## src/rtl/dccm_lsu_pkg.sv

```systemverilog
// Shared types and encodings for the DCCM load/store initiator.
// Holds access sizes, byte-lane codes, FSM states and the request bundle.
package brq_lsu_pkg;

    typedef enum logic [1:0] {
        LSU_B = 2'd0,
        LSU_H = 2'd1,
        LSU_W = 2'd2
    } lsu_size_e;

    localparam logic [2:0] BE_B0  = 3'b000;
    localparam logic [2:0] BE_B1  = 3'b001;
    localparam logic [2:0] BE_B2  = 3'b010;
    localparam logic [2:0] BE_B3  = 3'b011;
    localparam logic [2:0] BE_HHI = 3'b100;
    localparam logic [2:0] BE_HLO = 3'b101;
    localparam logic [2:0] BE_W   = 3'b110;

    typedef enum logic [1:0] {
        IDLE   = 2'd0,
        ACCESS = 2'd1,
        RESP   = 2'd2
    } lsu_state_e;

    typedef struct packed {
        logic        we;
        logic [1:0]  size;
        logic        is_unsigned;
        logic [31:0] addr;
        logic [31:0] wdata;
    } req_t;

    // Loads drive the same lane code as stores; the DCCM ignores it on reads.
    function automatic logic [2:0] be_encode(input logic [1:0] size, input logic [1:0] off);
        logic [2:0] be;
        case (size)
            LSU_B: begin
                case (off)
                    2'd0:    be = BE_B0;
                    2'd1:    be = BE_B1;
                    2'd2:    be = BE_B2;
                    default: be = BE_B3;
                endcase
            end
            LSU_H:   be = off[1] ? BE_HHI : BE_HLO;
            default: be = BE_W;
        endcase
        return be;
    endfunction

    function automatic logic is_misaligned(input logic [1:0] size, input logic [1:0] off);
        return ((size == LSU_H) && off[0]) || ((size == LSU_W) && (off != 2'd0));
    endfunction

endpackage

```

## src/rtl/dccm_lsu_rdext.sv

```systemverilog
// Lane select and sign/zero extension of a DCCM read word.
// Purely combinational; word loads pass through regardless of unsigned_i.
module dccm_lsu_rdext
    import brq_lsu_pkg::*;
(
    input  logic [31:0] word_i,
    input  logic [1:0]  off_i,
    input  logic [1:0]  size_i,
    input  logic        unsigned_i,
    output logic [31:0] data_o
);

    logic [7:0]  byte_sel;
    logic [15:0] half_sel;

    always_comb begin
        byte_sel = word_i[{off_i, 3'b000} +: 8];
        half_sel = off_i[1] ? word_i[31:16] : word_i[15:0];
        data_o   = word_i;
        case (size_i)
            LSU_B:   data_o = {{24{byte_sel[7] & ~unsigned_i}}, byte_sel};
            LSU_H:   data_o = {{16{half_sel[15] & ~unsigned_i}}, half_sel};
            default: data_o = word_i;
        endcase
    end

endmodule

```

## src/rtl/dccm_lsu.sv

```systemverilog
// Load/store initiator for the single-port DCCM: accepts one request, checks it,
// drives one registered access cycle and returns a backpressurable response.
module dccm_lsu
    import brq_lsu_pkg::*;
#(
    parameter int          DataWidth = 32,
    parameter int          AddrWidth = 15,
    parameter logic [31:0] BaseAddr  = 32'h0000_0000
) (
    input  logic                 brq_clk,
    input  logic                 brq_rst_n,
    input  logic                 req_valid,
    output logic                 req_ready,
    input  logic                 req_we,
    input  logic [1:0]           req_size,
    input  logic                 req_unsigned,
    input  logic [31:0]          req_addr,
    input  logic [DataWidth-1:0] req_wdata,
    output logic                 rsp_valid,
    input  logic                 rsp_ready,
    output logic [DataWidth-1:0] rsp_rdata,
    output logic                 rsp_error,
    output logic [2:0]           dccm_byte_enable,
    output logic [AddrWidth-1:0] dccm_address,
    output logic [DataWidth-1:0] dccm_data_in,
    output logic                 dccm_write_enable,
    output logic                 dccm_read_enable,
    input  logic [DataWidth-1:0] dccm_data_out
);

    lsu_state_e state_q, state_d;

    req_t req_in;
    logic accept;
    logic fault;

    logic                 we_q,       we_d;
    logic [1:0]           size_q,     size_d;
    logic                 uns_q,      uns_d;
    logic [1:0]           off_q,      off_d;
    logic [DataWidth-1:0] rdata_q,    rdata_d;
    logic                 error_q,    error_d;
    logic [2:0]           be_q,       be_d;
    logic [AddrWidth-1:0] addr_q,     addr_d;
    logic [DataWidth-1:0] wdata_q,    wdata_d;
    logic                 wr_en_q,    wr_en_d;
    logic                 rd_en_q,    rd_en_d;
    logic [DataWidth-1:0] ext_data;

    assign req_in = '{we: req_we, size: req_size, is_unsigned: req_unsigned,
                      addr: req_addr, wdata: req_wdata};

    assign accept = req_valid && req_ready;
    assign fault  = (req_in.size == 2'd3)
                 || is_misaligned(req_in.size, req_in.addr[1:0])
                 || (req_in.addr[31:AddrWidth+2] != BaseAddr[31:AddrWidth+2]);

    always_ff @(posedge brq_clk or negedge brq_rst_n) begin
        if (!brq_rst_n) state_q <= IDLE;
        else            state_q <= state_d;
    end

    always_comb begin
        state_d = state_q;
        case (state_q)
            IDLE:    if (accept) state_d = fault ? RESP : ACCESS;
            ACCESS:  state_d = RESP;
            RESP:    if (rsp_ready) state_d = IDLE;
            default: state_d = IDLE;
        endcase
    end

    always_comb begin
        req_ready = (state_q == IDLE);
        rsp_valid = (state_q == RESP);
    end

    // Faulty requests update only the response; DCCM outputs keep their last values.
    always_comb begin
        we_d    = we_q;
        size_d  = size_q;
        uns_d   = uns_q;
        off_d   = off_q;
        rdata_d = rdata_q;
        error_d = error_q;
        be_d    = be_q;
        addr_d  = addr_q;
        wdata_d = wdata_q;
        wr_en_d = wr_en_q;
        rd_en_d = rd_en_q;
        if (accept) begin
            we_d   = req_in.we;
            size_d = req_in.size;
            uns_d  = req_in.is_unsigned;
            off_d  = req_in.addr[1:0];
            if (fault) begin
                error_d = 1'b1;
                rdata_d = '0;
            end else begin
                be_d    = be_encode(req_in.size, req_in.addr[1:0]);
                addr_d  = req_in.addr[AddrWidth+1:2];
                wdata_d = req_in.wdata;
                wr_en_d = req_in.we;
                rd_en_d = !req_in.we;
            end
        end else if (state_q == ACCESS) begin
            wr_en_d = 1'b0;
            rd_en_d = 1'b0;
            error_d = 1'b0;
            rdata_d = we_q ? '0 : ext_data;
        end
    end

    always_ff @(posedge brq_clk or negedge brq_rst_n) begin
        if (!brq_rst_n) begin
            we_q    <= 1'b0;
            size_q  <= 2'd0;
            uns_q   <= 1'b0;
            off_q   <= 2'd0;
            rdata_q <= '0;
            error_q <= 1'b0;
            be_q    <= 3'd0;
            addr_q  <= '0;
            wdata_q <= '0;
            wr_en_q <= 1'b0;
            rd_en_q <= 1'b0;
        end else begin
            we_q    <= we_d;
            size_q  <= size_d;
            uns_q   <= uns_d;
            off_q   <= off_d;
            rdata_q <= rdata_d;
            error_q <= error_d;
            be_q    <= be_d;
            addr_q  <= addr_d;
            wdata_q <= wdata_d;
            wr_en_q <= wr_en_d;
            rd_en_q <= rd_en_d;
        end
    end

    dccm_lsu_rdext u_rdext (
        .word_i     (dccm_data_out),
        .off_i      (off_q),
        .size_i     (size_q),
        .unsigned_i (uns_q),
        .data_o     (ext_data)
    );

    assign rsp_rdata         = rdata_q;
    assign rsp_error         = error_q;
    assign dccm_byte_enable  = be_q;
    assign dccm_address      = addr_q;
    assign dccm_data_in      = wdata_q;
    assign dccm_write_enable = wr_en_q;
    assign dccm_read_enable  = rd_en_q;

endmodule

```

## config.mk

```make
export PLATFORM = sky130hd
export DESIGN_NAME = dccm_lsu
export DESIGN_NICKNAME = d
export VERILOG_FILES = /design/src/rtl/dccm_lsu_pkg.sv /design/src/rtl/dccm_lsu_rdext.sv /design/src/rtl/dccm_lsu.sv
export SDC_FILE = /design/constraint.sdc
export NUM_CORES = 1
export LEC_CHECK = 0
export ABC_AREA = 1
export ABC_CLOCK_PERIOD_IN_PS = 1600
export BUFFER_PORTS_ARGS = -buffer_cell sky130_fd_sc_hd__buf_4
export CORE_UTILIZATION = 25
export DETAILED_ROUTE_END_ITERATION = 10
export SETUP_SLACK_MARGIN = 0.3
export SKIP_LAST_GASP = 1
export SLEW_MARGIN = 30
export SYNTH_ARGS = -nofsm -noshare
export SYNTH_HDL_FRONTEND = slang
export SYNTH_SLANG_ARGS = --single-unit
```

## constraint.sdc

```tcl
create_clock -name brq_clk -period 1.6 [get_ports brq_clk]
set_input_delay 0.08 -clock brq_clk [delete_from_list [all_inputs] [get_ports brq_clk]]
set_output_delay 0.08 -clock brq_clk [all_outputs]
set_load 0.1 [all_outputs]
```

==> results.md <==
* Clk slew on worst S/H paths at ~0.070 ns
* Initial Utilization at 0.259
* # diodes at 0
* Worst Clk Skew at ~0.0063 ns
* Met3 Track Usage GR at 0.0396
* CTS buffer count at 9
* Sequential share of the synthesized area at 0.515
* Post-synthesis cell area at ~4500 sq um
* Gr busiest metal: met2
* H-tree levels at 3
* Max_slew headroom at 0.641
* Die ar. at 18600 sq um
* Clock share of power at 0.321
* Final Worst Setup Slack at between 0.15 and 0.2 ns
* Mean post-synth cell area at around 7.7 sq um
* Final setup violation count at 0
* Die Span Y at 137 um
* Grt ovf at 0
* I/O pin cnt at ~190
* Core area at approximately 17000 sq um
* Final Hold Viols at 0
* Nets at ~970
* Vias at around 5k
* Slew Viols, Final at 0
* Max Cap Violations at 0
* Fraction of layout cells with a size suffix above 1 at 0.410
* First-pass GRT wire length at between 20000 and 25000 um
* Sequential group share of total power at 0.380
* Max VDD drop at ~0.48 mV
* M1 GR Usage at 0.206
* Pin count of the biggest net entering global routing at 94
* RSZ-0062 raised after global routing: true
* Crit-path max FO at 7
* Worst Path Arrival at between 1.5 and 2 ns
* Worst Max-Slew Pin Slew at 0.539 ns
* Clk Latency, worst-skew pair at between 0.3 and 0.4 ns
* Residual DRC count at 0
* Vias in the first global route at roughly 4.7k
* Status: complete, no violations
* Util after Layout at 0.453
* Post-Syn Nets at roughly 700
* Fmax at 713 MHz
* Total wire length at 16400 um
* CP endpoint kind: flop
* HPWL Detailed at 9840 um
* Mapped Cells at around 590
* Routed len/inst at approximately 15 um
* Initial antenna violation count at 1
* Final Non-Filler Cells at 1093
* Synthesized flop and latch total at 93
* Row count at 48
* Data required, critical path at approximately 1.8 ns
* Placed cell count at 991
* Type of origin of the critical path: flop
* Final ANT Viol Nets at 0
* Clock period minus worst slack at about 1.4 ns
* Commonest non-fill, non-tap cell in the layout: nand2_1
* Fin crit share at 0.877
* Total track usage at 0.164
* Comb pwr share at 0.299
* P&R area growth vs syn at 74.9%
* Netlist cell types at 25
* 1st-pass router iterations at 4
* Fill count at about 1.7k
* Yosys warnings at 0
* Placer Congestion at 0.786
* CTS Buffer Depth at 2
* Pint at between 0.004 and 0.005 W
* Met2 usage at 0.268
* Net Sw Frac at 0.332
* CTS tree: built
* Worst Setup Path Type: reg2reg
* Setup TNS at 0 ns
* Tightest Hold Check Type: in2reg
* Die width at between 100 and 150 um
* Pleak at about 4.4 nW
* Pre-CTS setup slack at ~0.11 ns
* Min Hold Slack at ~0.014 ns
* Root Buffer: clkbuf_16
* Iter 0 DRT Violations at roughly 210
* I/O Buffers at 190
* Commonest non-fill, non-tap cells in the layout: nand2_1, buf_4, dfrtp_1
* PwrDens at slightly above 800 nW/um^2
* Switching power at between 0.002 and 0.0025 W
* Routed vias/inst at roughly 4.5
* CTS sink cnt at 93
==> metal layers <==
metal / up-vias / share of wire
li1: 2367 / -
met1: 2335 / 0.43
met2: 168 / 0.48
met3: 32 / 0.066
met4: 2 / 0.030
met5: - / 0.00079
==> through the flow <==
step	total power [W]	area, sq um
5_1_grt	0.00681	7910
2_1_floorplan	0.00333	4550
3_5_place_dp	0.00381	6250
4_1_cts	0.00621	7330
3_3_place_gp	0.00381	6250
6_report	0.00650	7910
==> cells by family (layout without fill, tap and decap cells) <==
group	count (synthesis)	in the layout	synth area share
AOI/OAI and AO/OA	31	31	0.0379
buffers and inverters	60	339	0.0719
DFF	93	93	0.515
and+or+nand+nor	405	405	0.376
==> repair_timing <==
item                                   4_1_cts  5_1_grt
gates resized for setup                     41       80
gates cloned                                 2       10
endpoints found under the hold margin      145        0
pin swaps                                    3       14
setup endpoints to repair                   85       87
hold buffers                                52        0
buffers inserted                            13        9
==> worst max-delay path: stages (launching register included) <==
cell and delay (ns):
dfrtp_2 0.50, nand2_2 0.11, o21ai_4 0.07, nand2_2 0.08
nand2_2 0.07, nand2_4 0.08, nand3_4 0.11, clkbuf_16 0.20
nand2_4 0.06, nand2_2 0.03
==> worst paths after layout <==
check                                                to  depth (start not counted)  slack, ns                        start
setup / recovery              rsp_rdata[22]$_DFFE_PN0P_                          9       0.20         off_q[1]$_DFFE_PN0P_
hold / removal                    size_q[1]$_DFFE_PN0P_                          3       0.01                  req_size[1]
setup reg to reg              rsp_rdata[22]$_DFFE_PN0P_                          9       0.20         off_q[1]$_DFFE_PN0P_
hold reg to reg             dccm_address[2]$_DFFE_PN0P_                          2       0.48  dccm_address[2]$_DFFE_PN0P_
max in group asynchronous  dccm_data_in[19]$_DFFE_PN0P_                          3       0.85                    brq_rst_n
min in group asynchronous     rsp_rdata[19]$_DFFE_PN0P_                          3       0.32                    brq_rst_n
==> cell type report <==
type	count	area, sq um	area share
Clock buffer	9	225	0.0285
Clock inverter	7	60.1	0.00759
Inverter	30	146	0.0185
Multi-Input combinational cell	436	2170	0.274
Sequential cell	93	2330	0.294
Tap cell	225	282	0.0356
Timing Repair Buffer	293	2700	0.341
==> state kept, by name (all words and copies together) (netlist names) <==
name / flops
dccm_address: 15
dccm_byte_enable: 3
dccm_data_in: 32
dccm_read_enable: 1
dccm_write_enable: 1
off_q: 2
rsp_error: 1
rsp_rdata: 32
size_q: 2
state_q: 2
uns_q: 1
we_q: 1
==> cell usage after synthesis (all sizes together) <==
master / number / area share
nand2: 295 / 0.26
dfrtp: 93 / 0.51
nor2: 56 / 0.052
nand3: 52 / 0.060
inv: 29 / 0.027
buf: 23 / 0.038
o21ai: 19 / 0.024
a21oi: 10 / 0.011
clkbuf: 7 / 0.0058
o211ai: 2 / 0.0033
clkinv: 1 / 0.0011
nand4: 1 / 0.0014
or2: 1 / 0.0014
==> power by group through the flow <==
stage | clock, W | combinational (W) | sequential [W]
after floorplan | 0 | 0.000731 | 0.00260
after global placement | 0 | 0.00131 | 0.00250
after detailed placement | 0 | 0.00131 | 0.00250
after CTS | 0.00216 | 0.00159 | 0.00246
after global routing | 0.00225 | 0.00208 | 0.00248
final | 0.00209 | 0.00194 | 0.00247
No activity file was read; power rests on OpenSTA's default activity.
